### config.mk
export PLATFORM = sky130hd
export DESIGN_NAME = dmi_jtag_dtm_core
export DESIGN_NICKNAME = d
export VERILOG_FILES = /design/src/rtl/dm_pkg.sv /design/src/rtl/dmi_jtag_dtm_core.sv
export SDC_FILE = /design/constraint.sdc
export NUM_CORES = 1
export LEC_CHECK = 0
export BUFFER_PORTS_ARGS = -buffer_cell sky130_fd_sc_hd__buf_2
export CAP_MARGIN = 20
export CORE_MARGIN = 1.5
export CORE_UTILIZATION = 45
export DETAILED_ROUTE_END_ITERATION = 16
export PLACE_DENSITY = 0.66
export SLEW_MARGIN = 20
export SYNTH_ARGS = -nofsm -noshare
export SYNTH_HDL_FRONTEND = slang
export SYNTH_SLANG_ARGS = --single-unit
### constraint.sdc
create_clock -name tck_i -period 5.1 [get_ports tck_i]
set_clock_uncertainty 0.15 [all_clocks]
set_input_delay 1.02 -clock tck_i [delete_from_list [all_inputs] [get_ports tck_i]]
set_output_delay 1.02 -clock tck_i [all_outputs]
set_load 0.05 [all_outputs]
### src/rtl/dm_pkg.sv
// Shared debug-module types: DTM op codes, DMI error codes, DTMCS register layout.
// Latency: n/a (types and constants only).
// Backpressure: n/a.
package dm;

    localparam logic [3:0] DtmVersion = 4'd1;

    typedef enum logic [1:0] {
        DTM_NOP   = 2'd0,
        DTM_READ  = 2'd1,
        DTM_WRITE = 2'd2
    } dtm_op_e;

    typedef enum logic [1:0] {
        DMINoError       = 2'd0,
        DMIReservedError = 2'd1,
        DMIOPFailed      = 2'd2,
        DMIBusy          = 2'd3
    } dmi_error_e;

    typedef struct packed {
        logic [13:0] zero1;
        logic        dmihardreset;
        logic        dmireset;
        logic        zero0;
        logic [2:0]  idle;
        logic [1:0]  dmistat;
        logic [5:0]  abits;
        logic [3:0]  version;
    } dtmcs_t;

endpackage

### src/rtl/dmi_jtag_dtm_core.sv
// TCK-domain DTM core: DMI/DTMCS shift registers plus the request/response FSM toward the DMI CDC.
// Latency: request valid the cycle after Update-DR; response consumed the cycle it arrives.
// Backpressure: request held until req_ready_i; responses always accepted; overlapping DMI access flags busy.
// Ports: TAP control strobes and tdi in, per-register tdo out; req_*/resp_* toward the CDC; dmi_clear_o flushes it.
module dmi_jtag_dtm_core
    import dm::*;
#(
    parameter int unsigned AddrWidth     = 7,
    parameter logic [2:0]  IdleHint      = 3'd1,
    parameter int unsigned TimeoutCycles = 0,
    parameter int unsigned CntWidth      = 16
) (
    input  logic                 tck_i,
    input  logic                 trst_ni,
    input  logic                 test_logic_reset_i,
    input  logic                 capture_dr_i,
    input  logic                 shift_dr_i,
    input  logic                 update_dr_i,
    input  logic                 dmi_select_i,
    input  logic                 dtmcs_select_i,
    input  logic                 tdi_i,
    output logic                 dmi_tdo_o,
    output logic                 dtmcs_tdo_o,
    output logic [AddrWidth-1:0] req_addr_o,
    output logic [31:0]          req_data_o,
    output logic [1:0]           req_op_o,
    output logic                 req_valid_o,
    input  logic                 req_ready_i,
    input  logic [31:0]          resp_data_i,
    input  logic [1:0]           resp_resp_i,
    input  logic                 resp_valid_i,
    output logic                 resp_ready_o,
    output logic                 dmi_clear_o
);

    localparam int unsigned W = AddrWidth + 34;
    localparam logic [5:0] Abits = 6'(AddrWidth);
    localparam logic [CntWidth-1:0] TimeoutLast =
        (TimeoutCycles > 0) ? CntWidth'(TimeoutCycles - 1) : '0;

    typedef struct packed {
        logic [AddrWidth-1:0] addr;
        logic [31:0]          data;
        logic [1:0]           op;
    } dmi_dr_t;

    typedef enum logic [2:0] {
        Idle,
        Read,
        WaitRead,
        Write,
        WaitWrite
    } state_e;

    state_e               state_q, state_d;
    logic [AddrWidth-1:0] addr_q, addr_d;
    logic [31:0]          data_q, data_d;
    dmi_error_e           error_q, error_d;
    logic [CntWidth-1:0]  cnt_q, cnt_d;
    dmi_dr_t              dmi_dr_q;
    dtmcs_t               dtmcs_q;
    dtmcs_t               dtmcs_cap;
    logic                 clear_q;

    logic       busy;
    logic       dmireset;
    logic       hardreset;
    logic [1:0] capture_status;

    // A new DMI access while one is outstanding, or reading status before a
    // read has returned, is reported as busy in the same cycle.
    assign busy = dmi_select_i &
                  ((update_dr_i & (state_q != Idle)) |
                   (capture_dr_i & ((state_q == Read) | (state_q == WaitRead))));

    assign hardreset = update_dr_i & dtmcs_select_i & dtmcs_q.dmihardreset;
    assign dmireset  = update_dr_i & dtmcs_select_i & dtmcs_q.dmireset;

    assign capture_status = busy ? 2'd3 : error_q;

    always_comb begin
        dtmcs_cap         = '0;
        dtmcs_cap.version = DtmVersion;
        dtmcs_cap.abits   = Abits;
        dtmcs_cap.dmistat = error_q;
        dtmcs_cap.idle    = IdleHint;
    end

    always_comb begin
        state_d = state_q;
        addr_d  = addr_q;
        data_d  = data_q;
        error_d = error_q;
        cnt_d   = cnt_q;

        unique case (state_q)
            Idle: begin
                if (update_dr_i && dmi_select_i && error_q == DMINoError) begin
                    addr_d = dmi_dr_q.addr;
                    data_d = dmi_dr_q.data;
                    if (dmi_dr_q.op == DTM_READ) begin
                        state_d = Read;
                    end else if (dmi_dr_q.op == DTM_WRITE) begin
                        state_d = Write;
                    end
                end
            end
            Read: begin
                if (req_ready_i) begin
                    state_d = WaitRead;
                    cnt_d   = '0;
                end
            end
            Write: begin
                if (req_ready_i) begin
                    state_d = WaitWrite;
                    cnt_d   = '0;
                end
            end
            WaitRead, WaitWrite: begin
                if (resp_valid_i) begin
                    if (state_q == WaitRead) begin
                        data_d = resp_data_i;
                    end
                    if (resp_resp_i != 2'd0 && error_q == DMINoError) begin
                        error_d = DMIOPFailed;
                    end
                    state_d = Idle;
                end else if (TimeoutCycles > 0) begin
                    // Giving up returns to Idle, so a response that shows up
                    // later is simply ignored there.
                    if (cnt_q == TimeoutLast) begin
                        if (error_q == DMINoError) begin
                            error_d = DMIOPFailed;
                        end
                        state_d = Idle;
                    end else begin
                        cnt_d = cnt_q + CntWidth'(1);
                    end
                end
            end
            default: state_d = Idle;
        endcase

        // Later assignments win: hardreset > dmireset > busy > op errors.
        if (busy) begin
            error_d = DMIBusy;
        end
        if (dmireset) begin
            error_d = DMINoError;
        end
        if (hardreset) begin
            error_d = DMINoError;
            state_d = Idle;
            cnt_d   = '0;
        end
    end

    always_ff @(posedge tck_i or negedge trst_ni) begin
        if (!trst_ni) begin
            state_q <= Idle;
            addr_q  <= '0;
            data_q  <= '0;
            error_q <= DMINoError;
            cnt_q   <= '0;
            clear_q <= 1'b0;
        end else begin
            state_q <= state_d;
            addr_q  <= addr_d;
            data_q  <= data_d;
            error_q <= error_d;
            cnt_q   <= cnt_d;
            clear_q <= hardreset;
        end
    end

    // Test-Logic-Reset only clears the data registers; transaction state and
    // the sticky error survive it.
    always_ff @(posedge tck_i or negedge trst_ni) begin
        if (!trst_ni) begin
            dmi_dr_q <= '0;
            dtmcs_q  <= '0;
        end else if (test_logic_reset_i) begin
            dmi_dr_q <= '0;
            dtmcs_q  <= '0;
        end else begin
            if (dmi_select_i) begin
                if (capture_dr_i) begin
                    dmi_dr_q <= {addr_q, data_q, capture_status};
                end else if (shift_dr_i) begin
                    dmi_dr_q <= {tdi_i, dmi_dr_q[W-1:1]};
                end
            end
            if (dtmcs_select_i) begin
                if (capture_dr_i) begin
                    dtmcs_q <= dtmcs_cap;
                end else if (shift_dr_i) begin
                    dtmcs_q <= {tdi_i, dtmcs_q[31:1]};
                end
            end
        end
    end

    assign dmi_tdo_o    = dmi_dr_q[0];
    assign dtmcs_tdo_o  = dtmcs_q[0];
    assign req_valid_o  = (state_q == Read) | (state_q == Write);
    assign req_op_o     = (state_q == Read)  ? DTM_READ  :
                          (state_q == Write) ? DTM_WRITE : DTM_NOP;
    assign req_addr_o   = addr_q;
    assign req_data_o   = data_q;
    assign resp_ready_o = 1'b1;
    assign dmi_clear_o  = clear_q;

endmodule

Yosys cells after proc, flatten, opt, wreduce, memory -nomap -nowiden
Index checks and enable logic that the tools add are counted.

Flip-flop bits (word level): 118. Input port bits: 45. Output and inout bits: 46. Logic and storage cells: 89.

Equality and inequality tests: 14. Muxes and demuxes: 29. Bitwise logic cells: 9. Reductions and logical operators: 21.

Operators with widths (count): $mux W32 (7); $mux W41 (4); $pmux W32 S2 (1); $mux W3 (7); $mux W2 (9); $ne A3 B3 Y1 const B (4); $pmux W3 S4 (1); $reduce_bool A4 Y1 (3); $reduce_bool A2 Y1 (4); $and A1 B1 Y1 (6); $eq A3 B2 Y1 const B (2); $ne A2 B2 Y1 const B (3); $reduce_and A2 Y1 (3); $reduce_bool A3 Y1 (2); $reduce_and A5 Y1 (1); $ne A4 B4 Y1 const B (1); $reduce_and A4 Y1 (1); $eq A3 B1 Y1 const B (1); $eq A3 B3 Y1 const B (1); $logic_and A1 B1 Y1 (3); $logic_not A3 Y1 (1); $or A1 B1 Y1 (3); $reduce_and A3 Y1 (1); $eq A2 B1 Y1 const B (1); other kinds (3) (3).

Longest topological paths before layout
Gate-level depths: netlist of the first run.

Depth after elaboration: 9. Depth in mapped cells: 6. Depth with buffers taken out: 4.

Worst setup path after synthesis of the first run
Ideal clock, no wire load.

Kind: register to output. Start: register state_q[0]. End: output port req_op_o[1]. Arrival time: 1865 ps. Data required time: 3930 ps. Path slack: 2065 ps. Stages on the path, launching flop included: 4. Buffers on the path: 1. Cells stage by stage: dfrtp_1 -> buf_2 -> nor2b_1 -> and2_1.

Cells in the longest elaborated chain, start to end: 3. Elaborated cells on any way between the ends: 4. Those cells by class: eq/ne: 2; mux: 2.

RTL lines: from (decl) (RTL line dmi_jtag_dtm_core.sv:55) `state_e state_q, state_d;`; from (signal assigned) (RTL line dmi_jtag_dtm_core.sv:161) `state_q <= Idle;`; from (signal assigned) (RTL line dmi_jtag_dtm_core.sv:168) `state_q <= state_d;`; $eq A3 B2 Y1; $mux W2 (RTL line dmi_jtag_dtm_core.sv:208) `(state_q == Write) ? DTM_WRITE : DTM_NOP;`; $mux W2 (*) (RTL line dmi_jtag_dtm_core.sv:207) `assign req_op_o = (state_q == Read) ? DTM_READ :`; to (decl) (RTL line dmi_jtag_dtm_core.sv:26) `output logic [1:0] req_op_o,`.

Mark *: on every way between the ends. The rest lies on a longest branch, timed or not.

Worst setup path in the final report of the first run
Start: register state_q[0]. End: output port req_op_o[0].

Cells in the longest elaborated chain, start to end: 2.

RTL lines (RTL line): $eq A3 B1 Y1; $mux W2 (dmi_jtag_dtm_core.sv:207).

No other way between the ends.

==> flow_results.org, run 1 <==
** Run status
- The run finished with clean final reports.

** Timing
- Setup TNS :: 0 ns
- Setup repair after global routing left no endpoint under its margin.
- Max Fclk :: 351 MHz
- The number of pins exceeding their max-slew limit in the final report is 0.
- The number of hold violations in the final report was 0.
- Part of the cycle the worst path needs :: 0.559
- Shortest period the worst path allows :: 2.85 ns
- At the pin with the least slew margin, the transition time is 1.01 ns.
- Headroom to the max-slew limit came out at 0.326.
- Number of endpoints failing setup at the final stage :: 0

** Yosys
- Largest family of logic cells by synthesized area :: multiplexers
- The netlist uses 43 different library cells.
- Counting flops and latches in the post-synthesis netlist gives 118.
- The mapped netlist covers 5580 um^2.
- Most used standard cell by instance count after synthesis :: sky130_fd_sc_hd__dfrtp_1
- The Yosys step of the flow raised 0 warnings.
- The complex-gate fraction of the synthesized area came to 0.108.
- The number of nets handed over by synthesis was 533.
- Of the total synthesized cell area, the portion taken by full adders, half adders and majority gates is 0.
- In the synthesized netlist the dominant register cell turns out to be sky130_fd_sc_hd__dfrtp_1.
- In this run, synthesis inferred 0 flip-flops with an integrated enable.
- Seq/Total Area, Yosys :: 0.529
- sky130_fd_sc_hd__dfrtp_1 takes more of the synthesized area than any other cell.
- By count the netlist is led by sky130_fd_sc_hd__dfrtp_1 (118), sky130_fd_sc_hd__nand2_1 (97), sky130_fd_sc_hd__mux2_2 (70).
- Leading cell types by total area after synthesis :: sky130_fd_sc_hd__dfrtp_1 (53%), sky130_fd_sc_hd__mux2_2 (14%), sky130_fd_sc_hd__mux2i_1 (8.1%)
- Of the post-synthesis cell area, the part taken by muxes is 0.224.
- Synthesized-area fraction occupied by xor and xnor cells :: 0.00448
- Per-instance average area after synthesis :: 11.4 um^2
- Simple-gate area share of the yosys netlist :: 0.0933
- Counting flops with an async set or reset pin after synthesis yields a share of 1.00.
- Post-Syn Instances :: 488
- Of the post-synthesis cell area, the dominant cell type holds 0.529.

** Pwr
- Of the total power, the share spent switching nets is 0.224.
- Part of the total power dissipated in combinational logic :: 0.056
- The internal power of the cells totals 0.00179 W.
- Share of total power in sequential cells :: 0.413
- Switching power of the nets :: 0.000516 W
- Pleak :: 3.29 nW
- The worst-case IR drop observed on VDD is 0.194 mV.
- In this run the power density over the cells is 344 nW/um^2.
- Of the total power, the clock network draws 0.531.

** GRT
- Initial antenna violation count :: 0
- After global routing, the most crowded layer is met2.
- Across every metal layer, demand over resource in global routing totals 0.191.
- Maximum number of pins on one net before global-route repair :: 84
- The total overflow left after global routing is 0.
- The first global-routing pass estimated 19500 um of wire.
- Met1 usage :: 0.264
- Met3 Resource Use GR :: 0.0519
- In the global route stage, met2 resource usage came out at 0.294.
- Via count of the first global-routing pass :: 3839

** Floorplanning
- Number of primary I/O pins :: 91
- Core outline area :: 12100 um^2
- Rows :: 40
- From left edge to right edge, the die measures 114 um.
- Die area :: 13100 um^2
- Height of the chip :: 114 um
- The initial utilization of the core area, before any placement, comes to 0.463.

** Route
- Wirelength, routed :: 11700 um
- For this run, the detailed router's first-pass iteration total came to 5.
- Vias per inst :: 5.24
- Number of routed nets with antenna violations :: 0
- Number of remaining DRC errors :: 0
- After detailed routing, the average wire length per cell comes to 15.8 um.
- Vias post-DR :: 3901
- For this block, the initial DRC count from the detailed router was 237.

** Setup path
- The critical path goes through nor3b_1 -> buf_2.
- For the worst setup path, the data arrival time is 1.68 ns.
- On the worst path, the slowest cell contributes a delay of 0.61 ns.
- For the worst setup path, the data required time is 3.93 ns.
- The worst setup path is captured at an output pin.
- Reg-to-reg critical path endpoint :: req_data_o[26]
- Largest delay share family, worst path :: flip-flops
- Sort of element at the start of the critical path :: register
- Across all register-to-register paths, the minimum setup slack is 2.59 ns.
- Biggest fanout along the worst timing path :: 11
- Counting both buffers and inverters, the worst setup path holds a total of 1.
- In this run the critical register-to-register path is launched from state_q[1].
- Critical Path Slowest Stage Cell :: sky130_fd_sc_hd__dfrtp_1
- Startpoint-to-endpoint class of the critical path :: register to output pin
- For the worst flop-to-flop path, the logic depth is 4.
- Worst path depth :: 2
- Last element of the critical path :: req_op_o[0]
- Startpoint of the most critical setup path :: state_q[0]

** Placed design
- The placed instances occupy a cell area of 6080 um^2.
- HPWL after detailed placement :: 7300 um
- The count of buffers added on input and output ports is 89.
- Global placement routability congestion :: 0.769

** CTS
- For this design, the CTS-stage hold fixing added 0 buffers.
- Sink count of the clock tree :: 118
- After clock tree synthesis, the clock-pin slew on the worst setup and hold paths is 0.05 ns.
- The H-tree was split into 4 levels.
- CTS buffer count :: 17
- Clock latency on the worst-skew pair, taken at its later pin, is 0.41 ns.
- Worst-case clock buffer depth :: 2
- The tree is rooted in a sky130_fd_sc_hd__clkbuf_16.
- Once the clock tree was built, the resizer swapped 0 gates to a different size.
- The number of setup buffers added after CTS is 0.
- TritonCTS built the clock tree.

** Cells and area
- Post-layout instance area :: 6700 um^2
- In the final design database the tool counted 608 nets.
- The area growth from synthesis to layout is 20.0%.
- Antenna fix cells :: 0
- Counting the fill cells in the layout gives 1045.
- Share of layout cells above drive strength 1 :: 0.356

** Min path
- The worst hold path was traced through 2 stages.
- In this run the worst hold path is classified as register to register.

** Run
- Max-capacitance violation count :: 0
==> logic make-up after synthesis <==
logic type | after synthesis
AND/OR/NAND/NOR | 123
flip-flops | 118
multiplexers | 116
AO/OA/AOI/OAI | 87
buffers and inverters | 41
XOR/XNOR | 2
other | 1
==> routing by layer <==
| layer | vias up | routed length [um] | part of all wire |
|---|---|---|---|
| met2 | 98 | 5640 | 0.48 |
| li1 | 1884 | - | - |
| met5 | - | 0 | 0 |
| met1 | 1908 | 5460 | 0.47 |
| met3 | 11 | 504 | 0.043 |
| met4 | 0 | 121 | 0.010 |
==> registers in the layout (all words and copies together), names as in the netlist <==
| name | cells |
|---|---|
| dmi_clear_o | 1 |
| dtmcs_tdo_o | 1 |
| req_addr_o | 7 |
| error_q | 2 |
| dmi_dr_q | 40 |
| state_q | 3 |
| dmi_tdo_o | 1 |
| req_data_o | 32 |
| dtmcs_q | 31 |
==> power groups by stage <==
stage                     Clock [W]  Sequential (W)  Combinational (W)
after global routing        0.00129        0.000952           0.000142
after detailed placement          0        0.000968           0.000130
after CTS                   0.00124        0.000952           0.000131
final                       0.00122        0.000952           0.000128
after global placement            0        0.000968           0.000128
after floorplan                   0        0.000977          0.0000717
==> placed cells by master (no fill, tap or decap), drive strengths merged, types with 3 or more instances in the layout <==
master,count
o21ai,27
bufinv,3
mux2i,45
o31ai,47
clkbuf,20
clkinv,4
buf,95
a21oi,3
clkinvlp,5
nor2,13
mux2,71
nand2,97
dfrtp,118
==> stage by stage <==
stage          total power [W]  utilization  cells  setup WS (ns)  hold slack [ns]
2_1_floorplan          0.00105            -    488           2.07            0.298
3_3_place_gp           0.00110        0.504    712           2.07            0.309
3_5_place_dp           0.00110        0.504    712           2.03            0.319
4_1_cts                0.00233        0.555    744           2.23            0.331
5_1_grt                0.00239        0.555    744           2.17            0.352
6_report               0.00231        0.555    744           2.25            0.325
==> worst min-delay path: cells and delay by family, from the launching register on <==
kind | cells | cell delay [ns]
flops | 1 | 0.34
simple gates | 1 | 0.05
compound gates | 1 | 0.05
==> how the worst min path moves through the flow <==
| stage | startpoint | end | slack, ns |
|---|---|---|---|
| final | dtmcs_tdo_o | dtmcs_tdo_o | 0.33 |
| after CTS | dtmcs_q[11] | dtmcs_q[11] | 0.33 |
| after floorplan | dtmcs_q[11] | dtmcs_q[11] | 0.30 |
| after global routing | dtmcs_tdo_o | dtmcs_tdo_o | 0.35 |
| after detailed placement | dtmcs_q[11] | dtmcs_q[11] | 0.32 |
| after global placement | dtmcs_q[12] | dtmcs_q[12] | 0.31 |
==> area by class of cell <==
type,instances,area [um^2],area share
Sequential cell,118,2950,0.441
Multi-Input combinational cell,329,2410,0.360
Timing Repair Buffer,95,497,0.0742
Clock buffer,20,467,0.0697
Tap cell,168,210,0.0314
Clock inverter,12,151,0.0226
Inverter,2,7.51,0.00112
Power figures use the tool's default switching activity.
==> run 2: changes to the inputs <==
==> constraint.sdc (replaced) <==
create_clock -name tck_i -period 3 [get_ports tck_i]
set_clock_uncertainty 0.15 [all_clocks]
set_input_delay 0.6 -clock tck_i [delete_from_list [all_inputs] [get_ports tck_i]]
set_output_delay 0.6 -clock tck_i [all_outputs]
set_load 0.05 [all_outputs]
==> run 2 against run 1 <==
Die area unchanged. Non-clock buffer count increased by 7. First-iteration DRC count shrank 12%. Power rose by 63%. Hold slack got worse by 0.0029 ns. Combinational power increased by 79%. Clock power is 57% higher. Setup slack got worse by 1.7 ns. Cell count increased by 0.40%. Critical path depth is the same. Sequential cell count is the same. Sequential share of layout area is 0.082 points lower. Largest cell class unchanged. Highest routed layer unchanged.
==> flow_results.org, run 2 (synthesized netlist as in run 1, its figures left out) <==
** Cells and area
- Antenna fix cells :: 0
- Total Nets Final :: 615
- Most used cells in the layout excluding fill and tap cells :: sky130_fd_sc_hd__dfrtp_1 (118), sky130_fd_sc_hd__nand2_1 (97), sky130_fd_sc_hd__buf_2 (88)
- The filler cells instantiated in the layout total 1029.
- Registers take 2950 um^2.
- The register with the most flip-flops in the layout has 40 of them.
- Of the cells placed in the final design, the portion with a size suffix greater than 1 is 0.351.
- Leaving out fill and tap cells, the most frequent cell in the layout is sky130_fd_sc_hd__dfrtp_1.
- The area growth from synthesis to layout is 20.2%.
- Largest reg by FF count :: dmi_dr_q
- In the final layout, the multi-input gates occupy 2410 um^2.

** Floorplanning
- The floorplan step defined a die boundary enclosing 13100 um^2.
- Rows :: 40
- Core outline area :: 12100 um^2
- From left edge to right edge, the die measures 114 um.
- Effective utilization at floorplan :: 0.463
- The die is 114 um tall.
- Number of primary I/O pins :: 91

** CTS
- After clock tree synthesis, the flow added hold-fix buffers numbering 1.
- Post_cts resized :: 0
- CTS Root Cell :: sky130_fd_sc_hd__clkbuf_16
- Number of setup buffers added after CTS :: 0
- The clock passes through at most 2 buffers.
- H-tree Lvls :: 4
- Clk pin slew, worst setup/hold paths :: 0.05 ns
- Clock tree from TritonCTS :: done
- CTS buffer count :: 17
- CTS saw 118 sinks.
- Clock latency at the later pin of the worst-skew pair :: 0.41 ns

** GRT
- For this run, the total global-route usage over all layers was measured as 0.184.
- Initial antenna violation count :: 0
- Global route overflow :: 0
- Entering global routing, the biggest net connects 81 pins.
- The first global-routing pass estimated 18500 um of wire.
- Via count of the first global-routing pass :: 3724

** Setup path
- On the critical path, the stage with the largest delay is an instance of sky130_fd_sc_hd__dfrtp_1.
- Crit path capture type :: output pin
- On the worst path, the slowest cell contributes a delay of 0.60 ns.
- Critical path required time :: 2.25 ns
- Startpoint-to-endpoint class of the critical path :: register to output pin
- Cell-by-cell listing of the critical path :: nor3b_1 -> buf_2
- Sort of element at the start of the critical path :: register
- Of all nets on the critical path, the largest fanout is 11.
- Data on the critical path arrives at its endpoint at 1.68 ns.

** Route
- For this run, design rule violations remaining after detail routing come to 0.
- In this run, the number of DRC markers left after iteration 0 of detailed routing was 209.
- WL/cell :: 15.3 um
- Dividing the detail-routed via count by the number of cells gives 5.20.
- The routed layout has 3881 vias.
- Wirelength, routed :: 11500 um
- Once detail routing completed, the nets flagged for antenna violations numbered 0.
- The first TritonRoute pass finished after 5 iterations.

** Timing
- The number of pins exceeding their max-slew limit in the final report was 0.
- Shortest period the worst path allows :: 2.43 ns
- At the pin with the least slew margin, the transition time is 0.599 ns.
- Remaining max-slew budget at the tightest pin :: 0.601
- Part of the cycle the worst path needs :: 0.811
- Adding up every negative setup slack in the final design gives 0 ns.
- Number of endpoints failing setup at the final stage :: 0
- Setup repair after global routing left no endpoint under its margin.
- Final Hold Vio Count :: 0
- Based on the critical path, the design can be clocked at up to 411 MHz.

** Pwr
- Dividing total power by cell area gives a power density of 560 nW/um^2.
- After layout, the design draws a total of 0.00376 W.
- Clock share of power :: 0.508
- The internal portion of the total power is 0.00295 W.
- Summed over all cells, the static leakage comes to 3.31 nW.
- The analysis attributes to net switching a power of 0.000813 W.
- VDD IR max :: 0.339 mV
- Share of total power in sequential cells :: 0.431
- Switching power as a share of total power :: 0.216
- Part of the total power dissipated in combinational logic :: 0.061

** Placed design
- At the end of routability-driven placement, the weighted congestion stood at 0.808.
- HPWL after detailed placement :: 7420 um
- Port buffering added 89 buffers.

** Run status
- The flow ran to the end, and the final reports show no timing, DRC or antenna violations.

** Min path
- The tightest min-delay check is of the register to register type.

** Run
- The tool flagged a number of max-cap violations equal to 0.
-- run 2: changes by cell type in the layout (fill, tap and decap cells not counted), sizes merged --
cell         delta
dlygate4sd3     +1
clkbuf          +4
clkinvlp        -4
buf             +6
clkinv          -3
bufinv          -1
-- run 2: worst paths after layout --
kind	startpoint	to	slack, ns	depth (start not counted)
min reg2reg	dtmcs_q[11]	dtmcs_q[11]	0.32	2
min in group asynchronous	trst_ni	dmi_dr_q[22]	0.52	2
min	dtmcs_q[11]	dtmcs_q[11]	0.32	2
max in group asynchronous	trst_ni	req_data_o[4]	1.47	3
max	state_q[0]	req_op_o[0]	0.57	2
max reg2reg	error_q[0]	req_data_o[30]	0.88	5
-- run 2: power groups by stage --
stage / clock, W / combinational (W) / sequential (W)
global placement: 0 / 0.000230 / 0.00164
finish: 0.00191 / 0.000229 / 0.00162
floorplan: 0 / 0.000122 / 0.00166
detailed placement: 0 / 0.000233 / 0.00165
global route: 0.00203 / 0.000251 / 0.00162
CTS: 0.00195 / 0.000234 / 0.00162
-- run 2: critical path, delay by kind of cell (launching register included) --
kind / cells / cell delay (ns)
AND/OR/NAND/NOR: 1 / 0.35
flip-flops: 1 / 0.60
buffers and inverters: 1 / 0.33
-- run 2: cell type report --
type | count | share of cell area
clock inverter | 4 | 0.0108
multi-input combinational | 329 | 0.360
clock buffer | 24 | 0.0718
tap | 168 | 0.0313
inverter | 2 | 0.00112
timing repair buffer | 102 | 0.0854
sequential | 118 | 0.440
-- run 2: layer usage --
metal | up-vias | part of all wire | global-route usage
li1 | 1886 | - | -
met1 | 1880 | 0.45 | 0.238
met2 | 100 | 0.48 | 0.291
met3 | 15 | 0.049 | 0.0503
met4 | 0 | 0.017 | 0.0817
met5 | - | 0 | 0
-- run 2: through the flow --
stage,area [um^2],cells,util,hold WS (ns),setup WS (ns)
6_report,6710,747,0.556,0.323,0.568
5_1_grt,6710,747,0.556,0.319,0.514
4_1_cts,6710,747,0.556,0.311,0.549
3_5_place_dp,6150,718,0.510,0.316,0.630
3_3_place_gp,6150,718,0.510,0.312,0.674
2_1_floorplan,5580,488,-,0.154,0.385
==> run 3: changes to the inputs <==
--- a/config.mk
+++ b/config.mk
@@ -10,7 +10,7 @@
 export CORE_MARGIN = 1.5
 export CORE_UTILIZATION = 45
 export DETAILED_ROUTE_END_ITERATION = 16
-export PLACE_DENSITY = 0.66
+export PLACE_DENSITY = 0.68
 export SLEW_MARGIN = 20
 export SYNTH_ARGS = -nofsm -noshare
 export SYNTH_HDL_FRONTEND = slang
==> constraint.sdc (replaced) <==
create_clock -name tck_i -period 2.15 [get_ports tck_i]
set_clock_uncertainty 0.15 [all_clocks]
set_input_delay 0.43 -clock tck_i [delete_from_list [all_inputs] [get_ports tck_i]]
set_output_delay 0.43 -clock tck_i [all_outputs]
set_load 0.05 [all_outputs]
==> run 3 against run 2 <==
Cell count is 0.94% higher. Count of clock-buffer cells in the layout shrank 5. Largest power group unchanged. Wire length grew 3.6%. Global-route usage rose by 0.79 points. Die area did not move. Combinational power rose by 50%. Core utilization increased by 2.1 points. Critical path type unchanged.
==> flow_results.org, run 3 (synthesized netlist as in run 1, its figures left out) <==
** Run status
- Result of the run :: complete, no violations

** Timing
- The worst pin sits at a relative slew slack of 0.647.
- The number of hold violations in the final report was 0.
- Setup violations remaining at the end of the flow were counted as 0.
- Static timing analysis puts the maximum clock frequency at 476 MHz.
- Worst hold slack after final layout :: 0.138 ns
- Setup repair after global routing missed its margin :: no
- Across all setup checks in the final design, the least slack found is 0.0508 ns.
- The number of pins exceeding their max-slew limit in the final report is 0.
- Part of the cycle the worst path needs :: 0.976
- For the pin with the worst max-slew slack, the measured transition is 0.530 ns.
- Counting I/O delays and the setup requirement, the final critical path takes 2.10 ns.

** Run
- Across the run, the number of max-cap violations was 0.

** GRT
- Entering global routing, the biggest net connects 65 pins.
- In the global route stage, overall resource usage came out at 0.192.
- Global-route wire length before repair :: 19400 um
- Initial antenna violation count :: 0
- The number of global-route vias before repair was 3877.
- Global route overflow :: 0

** Placed design
- The count of buffers added on input and output ports is 89.
- Timing analysis after detailed placement gives a worst setup slack of 0.124 ns.
- Detailed placement ended at an HPWL of 7500 um.
- Global placement routability congestion :: 0.832

** Route
- The detailed router finished its first iteration with 289 violations.
- The final route contains 3937 vias.
- Once detail routing completed, the nets flagged for antenna violations numbered 0.
- Number of detailed-routing iterations run before antenna repair :: 4
- Wirelength, routed :: 11900 um
- After detailed routing, the number of vias per cell comes to 5.22.
- After detailed routing, the number of remaining DRC violations is 0.
- WL/cell :: 15.8 um

** Cells and area
- From synthesis to final layout, the design area changed by 24.8%.
- Largest reg by FF count :: dmi_dr_q
- The library cell used most frequently in the layout, excluding fill and tap cells, is sky130_fd_sc_hd__dfrtp_1.
- The register with the most flip-flops in the layout has 40 of them.
- Share of layout cells above drive strength 1 :: 0.369
- Total Nets Final :: 618
- Most used cells in the layout excluding fill and tap cells :: sky130_fd_sc_hd__dfrtp_1 (117), sky130_fd_sc_hd__nand2_1 (97), sky130_fd_sc_hd__buf_2 (86)
- Antenna fix cells :: 0

** CTS
- Clock tree from TritonCTS :: done
- Worst-case clock buffer depth :: 2
- In this run the number of H-tree levels came out at 4.
- Clk pin slew, worst setup/hold paths :: 0.05 ns
- Clock latency at the later pin of the worst-skew pair :: 0.41 ns
- CTS buffer count :: 17
- In this run the clock root is driven by a sky130_fd_sc_hd__clkbuf_16.
- In this run the post-CTS setup repair buffer count came out at 0.
- Sink count of the clock tree :: 118

** Setup path
- Crit path capture type :: output pin
- Arrival time reported for the critical path endpoint :: 1.52 ns
- Biggest fanout along the worst timing path :: 10
- Sort of element at the start of the critical path :: register
- Startpoint-to-endpoint class of the critical path :: register to output pin
- At the worst endpoint, the required time is 1.57 ns.

** Floorplanning
- Floorplan die width :: 114 um
- Rows :: 40
- The die covers 13100 um^2.
- Effective utilization at floorplan :: 0.463
- In this run the vertical extent of the chip is 114 um.
- Core outline area :: 12100 um^2
- Number of primary I/O pins :: 91

** Pwr
- In this run the power density over the cells is 835 nW/um^2.
- VDD IR max :: 0.628 mV
- Summed over all cells, the static leakage comes to 3.42 nW.

** Min path
- Worst Hold Class :: primary input to register
run 3: cell types whose count changed in the layout (fill, tap and decap cells not counted), sizes merged:
cell      previous run  this run
bufinv               2         6
clkinv               1         5
clkbuf              24        20
buf                101       103
clkinvlp             1         2
run 3: layer usage:
metal / GRT usage / share of wire / vias up
li1: - / - / 1903
met1: 0.247 / 0.45 / 1927
met2: 0.316 / 0.49 / 96
met3: 0.0524 / 0.042 / 11
met4: 0.0633 / 0.0091 / 0
met5: 0 / 0 / -
run 3: power by group:
group,internal [W],switching (W)
clock,0.00220,0.00102
sequential,0.00224,0.0000130
combinational,0.000119,0.000225
total,0.00456,0.00125
run 3: cell type report:
class,count,area [um^2]
inverters,2,7.51
well taps,168,210
multi-input cells,329,2420
clock buffers,19,443
clock inverters,13,228
fillers,993,5100
flip-flops and latches,118,2950
repair buffers,105,701
run 3: worst max-delay path: stages (launching register included):
cell and delay, ns:
sky130_fd_sc_hd__dfrtp_1 0.41, sky130_fd_sc_hd__buf_4 0.18, sky130_fd_sc_hd__nor3b_2 0.27, sky130_fd_sc_hd__buf_4 0.25
run 3: repair_timing:
| item | 4_1_cts | 5_1_grt |
|---|---|---|
| resized for setup | 1 | 3 |
| gates cloned | 0 | 0 |
| endpoints found under the hold margin | 27 | 0 |
| endpoints found under the setup margin | 2 | 2 |
| hold buffers | 1 | 0 |
run 3: path summary, 6_finish.rpt:
check,from,end,slack (ns),depth (start not counted)
max in group asynchronous,trst_ni,dmi_dr_q[27],0.85,3
max reg2reg,error_q[0],req_data_o[6],0.20,5
min in group asynchronous,trst_ni,req_data_o[21],0.34,2
min,tdi_i,dtmcs_q[31],0.14,3
min reg2reg,dtmcs_q[4],dtmcs_q[4],0.32,2
max,state_q[1],req_op_o[0],0.05,3
run 3: through the flow:
step / area (um^2) / util / setup TNS (ns) / power (W) / instances
after global placement: 6280 / 0.520 / 0 / 0.00264 / 721
after floorplan: 5590 / - / -0.000259 / 0.00249 / 488
after CTS: 6960 / 0.577 / 0 / 0.00587 / 754
after detailed placement: 6280 / 0.520 / 0 / 0.00264 / 721
final: 6960 / 0.577 / 0 / 0.00582 / 754
after global routing: 6960 / 0.577 / 0 / 0.00599 / 754
